`config.mk`:
```
export PLATFORM = sky130hd
export DESIGN_NAME = seq_pattern_tx
export DESIGN_NICKNAME = d
export VERILOG_FILES = /design/src/rtl/seq_pkg.sv /design/src/rtl/seq_pattern_tx.sv
export SDC_FILE = /design/constraint.sdc
export NUM_CORES = 1
export LEC_CHECK = 0
export BUFFER_PORTS_ARGS = -buffer_cell sky130_fd_sc_hd__buf_2
export CORE_MARGIN = 2
export CORE_UTILIZATION = 31
export DETAILED_ROUTE_END_ITERATION = 7
export MAX_ROUTING_LAYER = met4
export PLACE_DENSITY = 0.57
export SLEW_MARGIN = 0
export SYNTH_ARGS = -nofsm -noshare
export SYNTH_HDL_FRONTEND = slang
export SYNTH_SLANG_ARGS = --single-unit
```
`constraint.sdc`:
```
create_clock -name clk -period 2.7 [get_ports clk]
set_input_delay 0.405 -clock clk [delete_from_list [all_inputs] [get_ports clk]]
set_output_delay 0.405 -clock clk [all_outputs]
set_load 0.01 [all_outputs]
```
`src/rtl/seq_pkg.sv`:
```
// -----------------------------------------------------------------------------
// seq_pkg
// Shared definitions for the 10011 sequence path: transmitter state encoding,
// the default frame pattern and width (shared with the Moore detectors) and
// the default idle line level.
// -----------------------------------------------------------------------------
package seq_pkg;

   // Default frame: sent MSB-first, so the line carries 1,0,0,1,1.
   localparam int             SEQ_PAT_WIDTH = 5;
   localparam logic [4:0]     SEQ_PATTERN   = 5'b10011;

   // Line level whenever no pattern bit is being driven.
   localparam logic           SEQ_IDLE_BIT  = 1'b0;

   // Transmitter states, 2-bit encoded.
   typedef enum logic [1:0] {
      ST_IDLE  = 2'd0,
      ST_SHIFT = 2'd1,
      ST_GAP   = 2'd2,
      ST_DONE  = 2'd3
   } tx_state_e;

endpackage

```
`src/rtl/seq_pattern_tx.sv`:
```
// -----------------------------------------------------------------------------
// seq_pattern_tx
// Serial transmitter that emits PATTERN MSB-first, repeat_count times, with
// gap_len idle cycles between frames. All outputs are registered; the first
// bit appears on the cycle after start is sampled.
//
// Ports:
//   clk          in   rising-edge clock
//   reset        in   synchronous active-high reset
//   start        in   burst request, honoured only in IDLE with repeat_count!=0
//   repeat_count in   frames per burst, latched with start
//   gap_len      in   idle cycles between frames, latched with start
//   abort        in   cancels a burst in SHIFT or GAP, no done pulse
//   dout         out  serial data
//   dout_valid   out  dout carries a pattern bit
//   frame_start  out  pulse with the first bit of every frame
//   busy         out  high throughout SHIFT and GAP
//   done         out  one-cycle pulse after the final bit of a completed burst
// -----------------------------------------------------------------------------
module seq_pattern_tx
   import seq_pkg::*;
#(
   parameter int                   PAT_WIDTH = SEQ_PAT_WIDTH,
   parameter logic [PAT_WIDTH-1:0] PATTERN   = PAT_WIDTH'(SEQ_PATTERN),
   parameter int                   CNT_WIDTH = 8,
   parameter int                   GAP_WIDTH = 4,
   parameter logic                 IDLE_BIT  = SEQ_IDLE_BIT
) (
   input  logic                 clk,
   input  logic                 reset,
   input  logic                 start,
   input  logic [CNT_WIDTH-1:0] repeat_count,
   input  logic [GAP_WIDTH-1:0] gap_len,
   input  logic                 abort,
   output logic                 dout,
   output logic                 dout_valid,
   output logic                 frame_start,
   output logic                 busy,
   output logic                 done
);

   localparam int IDX_W = $clog2(PAT_WIDTH);

   localparam logic [IDX_W-1:0]     IDX_ZERO = {IDX_W{1'b0}};
   localparam logic [IDX_W-1:0]     IDX_ONE  = IDX_W'(1'b1);
   localparam logic [IDX_W-1:0]     IDX_LAST = IDX_W'(PAT_WIDTH - 1);
   localparam logic [CNT_WIDTH-1:0] CNT_ZERO = {CNT_WIDTH{1'b0}};
   localparam logic [CNT_WIDTH-1:0] CNT_ONE  = CNT_WIDTH'(1'b1);
   localparam logic [GAP_WIDTH-1:0] GAP_ZERO = {GAP_WIDTH{1'b0}};
   localparam logic [GAP_WIDTH-1:0] GAP_ONE  = GAP_WIDTH'(1'b1);

   tx_state_e              state_r,     state_s;
   logic [IDX_W-1:0]       bit_idx_r,   bit_idx_s;
   // Frames still to send, including the one in flight.
   logic [CNT_WIDTH-1:0]   frame_cnt_r, frame_cnt_s;
   // Gap cycles still to spend, including the current one.
   logic [GAP_WIDTH-1:0]   gap_cnt_r,   gap_cnt_s;
   logic [GAP_WIDTH-1:0]   gap_len_r,   gap_len_s;

   logic [PAT_WIDTH-1:0]   pat_shift_s;
   logic                   dout_s;
   logic                   dout_valid_s;
   logic                   frame_start_s;
   logic                   busy_s;
   logic                   done_s;

   logic                   dout_r;
   logic                   dout_valid_r;
   logic                   frame_start_r;
   logic                   busy_r;
   logic                   done_r;

   // Next-state and counter logic.
   always_comb begin
      state_s     = state_r;
      bit_idx_s   = bit_idx_r;
      frame_cnt_s = frame_cnt_r;
      gap_cnt_s   = gap_cnt_r;
      gap_len_s   = gap_len_r;

      case (state_r)
         ST_IDLE: begin
            // A zero-frame request is dropped silently.
            if (start && (repeat_count != CNT_ZERO)) begin
               state_s     = ST_SHIFT;
               bit_idx_s   = IDX_ZERO;
               frame_cnt_s = repeat_count;
               gap_len_s   = gap_len;
               gap_cnt_s   = GAP_ZERO;
            end else begin
               state_s = ST_IDLE;
            end
         end

         ST_SHIFT: begin
            if (abort) begin
               state_s     = ST_IDLE;
               bit_idx_s   = IDX_ZERO;
               frame_cnt_s = CNT_ZERO;
               gap_cnt_s   = GAP_ZERO;
            end else if (bit_idx_r == IDX_LAST) begin
               frame_cnt_s = frame_cnt_r - CNT_ONE;
               bit_idx_s   = IDX_ZERO;
               if (frame_cnt_r == CNT_ONE) begin
                  state_s = ST_DONE;
               end else if (gap_len_r != GAP_ZERO) begin
                  state_s   = ST_GAP;
                  gap_cnt_s = gap_len_r;
               end else begin
                  // Back-to-back frames: restart the index without a gap.
                  state_s = ST_SHIFT;
               end
            end else begin
               bit_idx_s = bit_idx_r + IDX_ONE;
            end
         end

         ST_GAP: begin
            if (abort) begin
               state_s     = ST_IDLE;
               bit_idx_s   = IDX_ZERO;
               frame_cnt_s = CNT_ZERO;
               gap_cnt_s   = GAP_ZERO;
            end else if (gap_cnt_r == GAP_ONE) begin
               state_s   = ST_SHIFT;
               bit_idx_s = IDX_ZERO;
               gap_cnt_s = GAP_ZERO;
            end else begin
               gap_cnt_s = gap_cnt_r - GAP_ONE;
            end
         end

         ST_DONE: begin
            state_s = ST_IDLE;
         end

         default: begin
            state_s     = ST_IDLE;
            bit_idx_s   = IDX_ZERO;
            frame_cnt_s = CNT_ZERO;
            gap_cnt_s   = GAP_ZERO;
            gap_len_s   = GAP_ZERO;
         end
      endcase
   end

   // Output values for the upcoming cycle, derived from the next state so
   // that the registered outputs line up with the state they describe.
   always_comb begin
      pat_shift_s   = PATTERN << bit_idx_s;
      dout_s        = IDLE_BIT;
      dout_valid_s  = 1'b0;
      frame_start_s = 1'b0;
      busy_s        = 1'b0;
      done_s        = 1'b0;

      case (state_s)
         ST_SHIFT: begin
            dout_s        = pat_shift_s[PAT_WIDTH-1];
            dout_valid_s  = 1'b1;
            frame_start_s = (bit_idx_s == IDX_ZERO);
            busy_s        = 1'b1;
         end
         ST_GAP: begin
            busy_s = 1'b1;
         end
         ST_DONE: begin
            done_s = 1'b1;
         end
         default: begin
            busy_s = 1'b0;
         end
      endcase
   end

   // State, counters and output registers.
   always_ff @(posedge clk) begin
      if (reset) begin
         state_r       <= ST_IDLE;
         bit_idx_r     <= IDX_ZERO;
         frame_cnt_r   <= CNT_ZERO;
         gap_cnt_r     <= GAP_ZERO;
         gap_len_r     <= GAP_ZERO;
         dout_r        <= IDLE_BIT;
         dout_valid_r  <= 1'b0;
         frame_start_r <= 1'b0;
         busy_r        <= 1'b0;
         done_r        <= 1'b0;
      end else begin
         state_r       <= state_s;
         bit_idx_r     <= bit_idx_s;
         frame_cnt_r   <= frame_cnt_s;
         gap_cnt_r     <= gap_cnt_s;
         gap_len_r     <= gap_len_s;
         dout_r        <= dout_s;
         dout_valid_r  <= dout_valid_s;
         frame_start_r <= frame_start_s;
         busy_r        <= busy_s;
         done_r        <= done_s;
      end
   end

   assign dout        = dout_r;
   assign dout_valid  = dout_valid_r;
   assign frame_start = frame_start_r;
   assign busy        = busy_r;
   assign done        = done_r;

endmodule
```
==> flow_summary.toml <==
[timing]
slew-limit-headroom = 0.607
finalSetupViolations = 0
min_period_over_period = 0.893
finalWorstPathRequiredPeriod_ns = 2.41
setup_ws_ns = 0.288
final-hold-violation-count = 0
finalMaxSlewViolations = 0
max_slew.worst_pin.slew_ns = 0.581
rsz_0062_raised_after_global_routing = "no"
fin_setup_tns_ns = 0
finalClockSkew_ns = 0.00568
timing.fmax_ghz = 0.415

[global_route]
groute.usage.overall = 0.139
number_of_global_route_vias_before_repair = 1306
grt_pass1_wl_um = 5880
grt_remaining_overflow = 0
grt_antenna_before_repair = 0
maximum_number_of_pins_on_one_net_before_global_route_repair = 23

[clocking]
depth_of_the_cts_h_tree = 1
clock_insertion_delay_worst_skew_ns = 0.27
numCtsBuffers = 3
clk_path_buf_depth = 2
tritoncts_clock_tree = "done"
clk_root_buffer_cell = "clkbuf_8"
cts.repair.resized = 0
post-cts-setup-buffers = 0
clock_sink_count = 26
cts_hold_buf = 0
clk_transition_reported_paths_ns = 0.09

[critical_path]
startpoint_class = "register"
slowest_stage = "nor4b_1"
cp_cell_sequence = "ha_1 > nor4b_1 > a211oi_1 > a211oi_1 > nor3_1 > a21oi_1 > ha_1 > nor2b_1 > o311a_1"
critical_path.endpoint_type = "register"
timing.critical_path.required_ns = 2.92
class_of_the_most_critical_setup_path = "reg2reg"
cp.arrival_ns = 2.63
worst_path_largest_cell_delay_ns = 0.49
crit_fanout = 5

[cells_and_area]
layout.nets = 236
stdcell_area_um2 = 1750
fill_cells = 521
areaGrowthSynthToFinish_pct = 13.3
drive_above_1_share = 0.137
antenna-diode-count = 0

[detailed_routing]
post_drt_wl_per_cell_um = 12.8
initialDrtViolationCount = 59
drt.antenna.violating_nets = 0
drcViolationCount = 0
drt_pass1_iterations = 4
route.final.wire_length_um = 3480
detailroute.via_count = 1375
drt_via_density = 5.06

[power]
power_density_nw_per_um2 = 468
total_leakage_power_nw = 0.719
vdd_ir_drop_max_v = 0.000270

[yosys]
synth_fp_nets = 214
synth.avg_cell_area_um2 = 8.36
synth.lib_cells_used.distinct = 41
synth_warnings = 0
yosys.area.top_type = "dfxtp_1"
synth-seq-area-share = 0.337
netlist_top_cells_area = "dfxtp_1 (34%), ha_1 (11%), mux2i_1 (5.8%)"
synth_top_cell_area_share = 0.337
summed_instance_area_of_the_synthesized_netlist_um2 = 1550
async_reset_ff_frac = 0
number_of_enable_type_register_cells_in_the_synthesized_netlist = 0
syn_inst = 185
dominantRegCellSynth = "dfxtp_1"
synth_seq_cells = 26

[status]
status = "complete, no violations"

[floorplanning]
core_area_um2 = 4750
fp.dieH_um = 74.6
floorplan.rows = 25
dieWidth_um = 74.6
start_util = 0.325
num_io_pins = 21
total_die_area_um2 = 5570

[job]
cap_violations = 0

[placement]
placed_area_um2 = 1710
post-place-ws_ns = 0.313
count_of_input_and_output_buffers = 20
gp_congestion = 0.827
dp_hpwl_um = 2650

[hold_path]
hold_path_class = "in2reg"
[stage by stage]
step                      utilization  power (W)  hold slack [ns]  std cells
after floorplan                     -   0.000560            0.451        185
after global placement          0.360   0.000609            0.465        269
after detailed placement        0.360   0.000607            0.477        269
after CTS                       0.369   0.000828            0.368        272
after global routing            0.369   0.000870            0.383        272
final                           0.369   0.000820            0.369        272
[cells in the mapped netlist, types with 3 or more instances]
cell,n
dfxtp_1,26
ha_1,13
mux2i_1,9
nor3_1,7
inv_1,13
nor2_1,20
o21ai_0,11
nand2_1,21
or4_1,3
a21oi_1,11
nor2b_1,4
a211oi_1,8
[flip-flops by register name, indices dropped and copies added, names as in the netlist]
| register | cells |
|---|---|
| state_r | 2 |
| frame_cnt_r | 8 |
| done | 1 |
| frame_start | 1 |
| gap_cnt_r | 4 |
| bit_idx_r | 3 |
| dout_valid | 1 |
| dout | 1 |
| busy | 1 |
| gap_len_r | 4 |
[layer usage]
metal	vias up	GRT usage	wire length [um]
li1	708	-	-
met1	631	0.187	1760
met2	29	0.207	1530
met3	7	0.0228	113
met4	0	0.0595	80
met5	-	-	0
[cells in the final DEF, fill, tap and decap left out, types with 2 or more instances in the layout]
cell / instances
or3_1: 2
a21oi_1: 11
buf_2: 20
nand2b_1: 2
nor3_1: 7
mux2i_1: 9
nand2_1: 21
nor4_1: 2
o211ai_1: 2
o32ai_1: 2
nor2_1: 20
or4_1: 3
a211oi_1: 8
dfxtp_1: 26
a32o_1: 2
a211oi_2: 2
o21bai_1: 2
o211a_1: 2
nor3b_1: 2
nor2b_1: 4
ha_1: 13
inv_1: 13
clkbuf_8: 3
o21ai_0: 11
[cell families after synthesis]
group / Yosys count / share of synthesized area
AND/OR/NAND/NOR: 67 / 0.209
AO/OA/AOI/OAI: 51 / 0.234
flip-flops: 26 / 0.337
buffers and inverters: 17 / 0.0461
adder cells (fa/ha/maj): 13 / 0.105
multiplexers: 9 / 0.0583
XOR/XNOR: 2 / 0.0113
[path summary, 6_finish.rpt]
path,startpoint,endpoint,slack (ns),cells past startpoint
setup reg to reg,frame_cnt_r[0],dout,0.29,9
hold / removal,gap_len[1],gap_len_r[1],0.37,3
hold reg to reg,gap_cnt_r[1],gap_cnt_r[1],0.49,2
setup / recovery,frame_cnt_r[0],dout,0.29,9
[worst max-delay path, delay by kind of cell (launching register included)]
kind	cells	cell delay (ns)
AO/OA/AOI/OAI	4	0.82
AND/OR/NAND/NOR	3	0.79
flip-flops	1	0.41
adder cells (fa/ha/maj)	2	0.35
[power breakdown]
group	internal, W	switching (W)
clock	0.000100	0.000120
combinational	0.0000736	0.0000996
sequential	0.000406	0.0000202
[layout make-up]
| type | instances | area, um^2 | share of cell area |
|---|---|---|---|
| clock buffer | 3 | 41.3 | 0.0236 |
| inverter | 14 | 52.6 | 0.0300 |
| multi-input combinational | 142 | 955 | 0.545 |
| sequential | 26 | 520 | 0.297 |
| tap | 67 | 83.8 | 0.0478 |
| timing repair buffer | 20 | 100 | 0.0571 |
No activity file was read; power rests on OpenSTA's default activity.
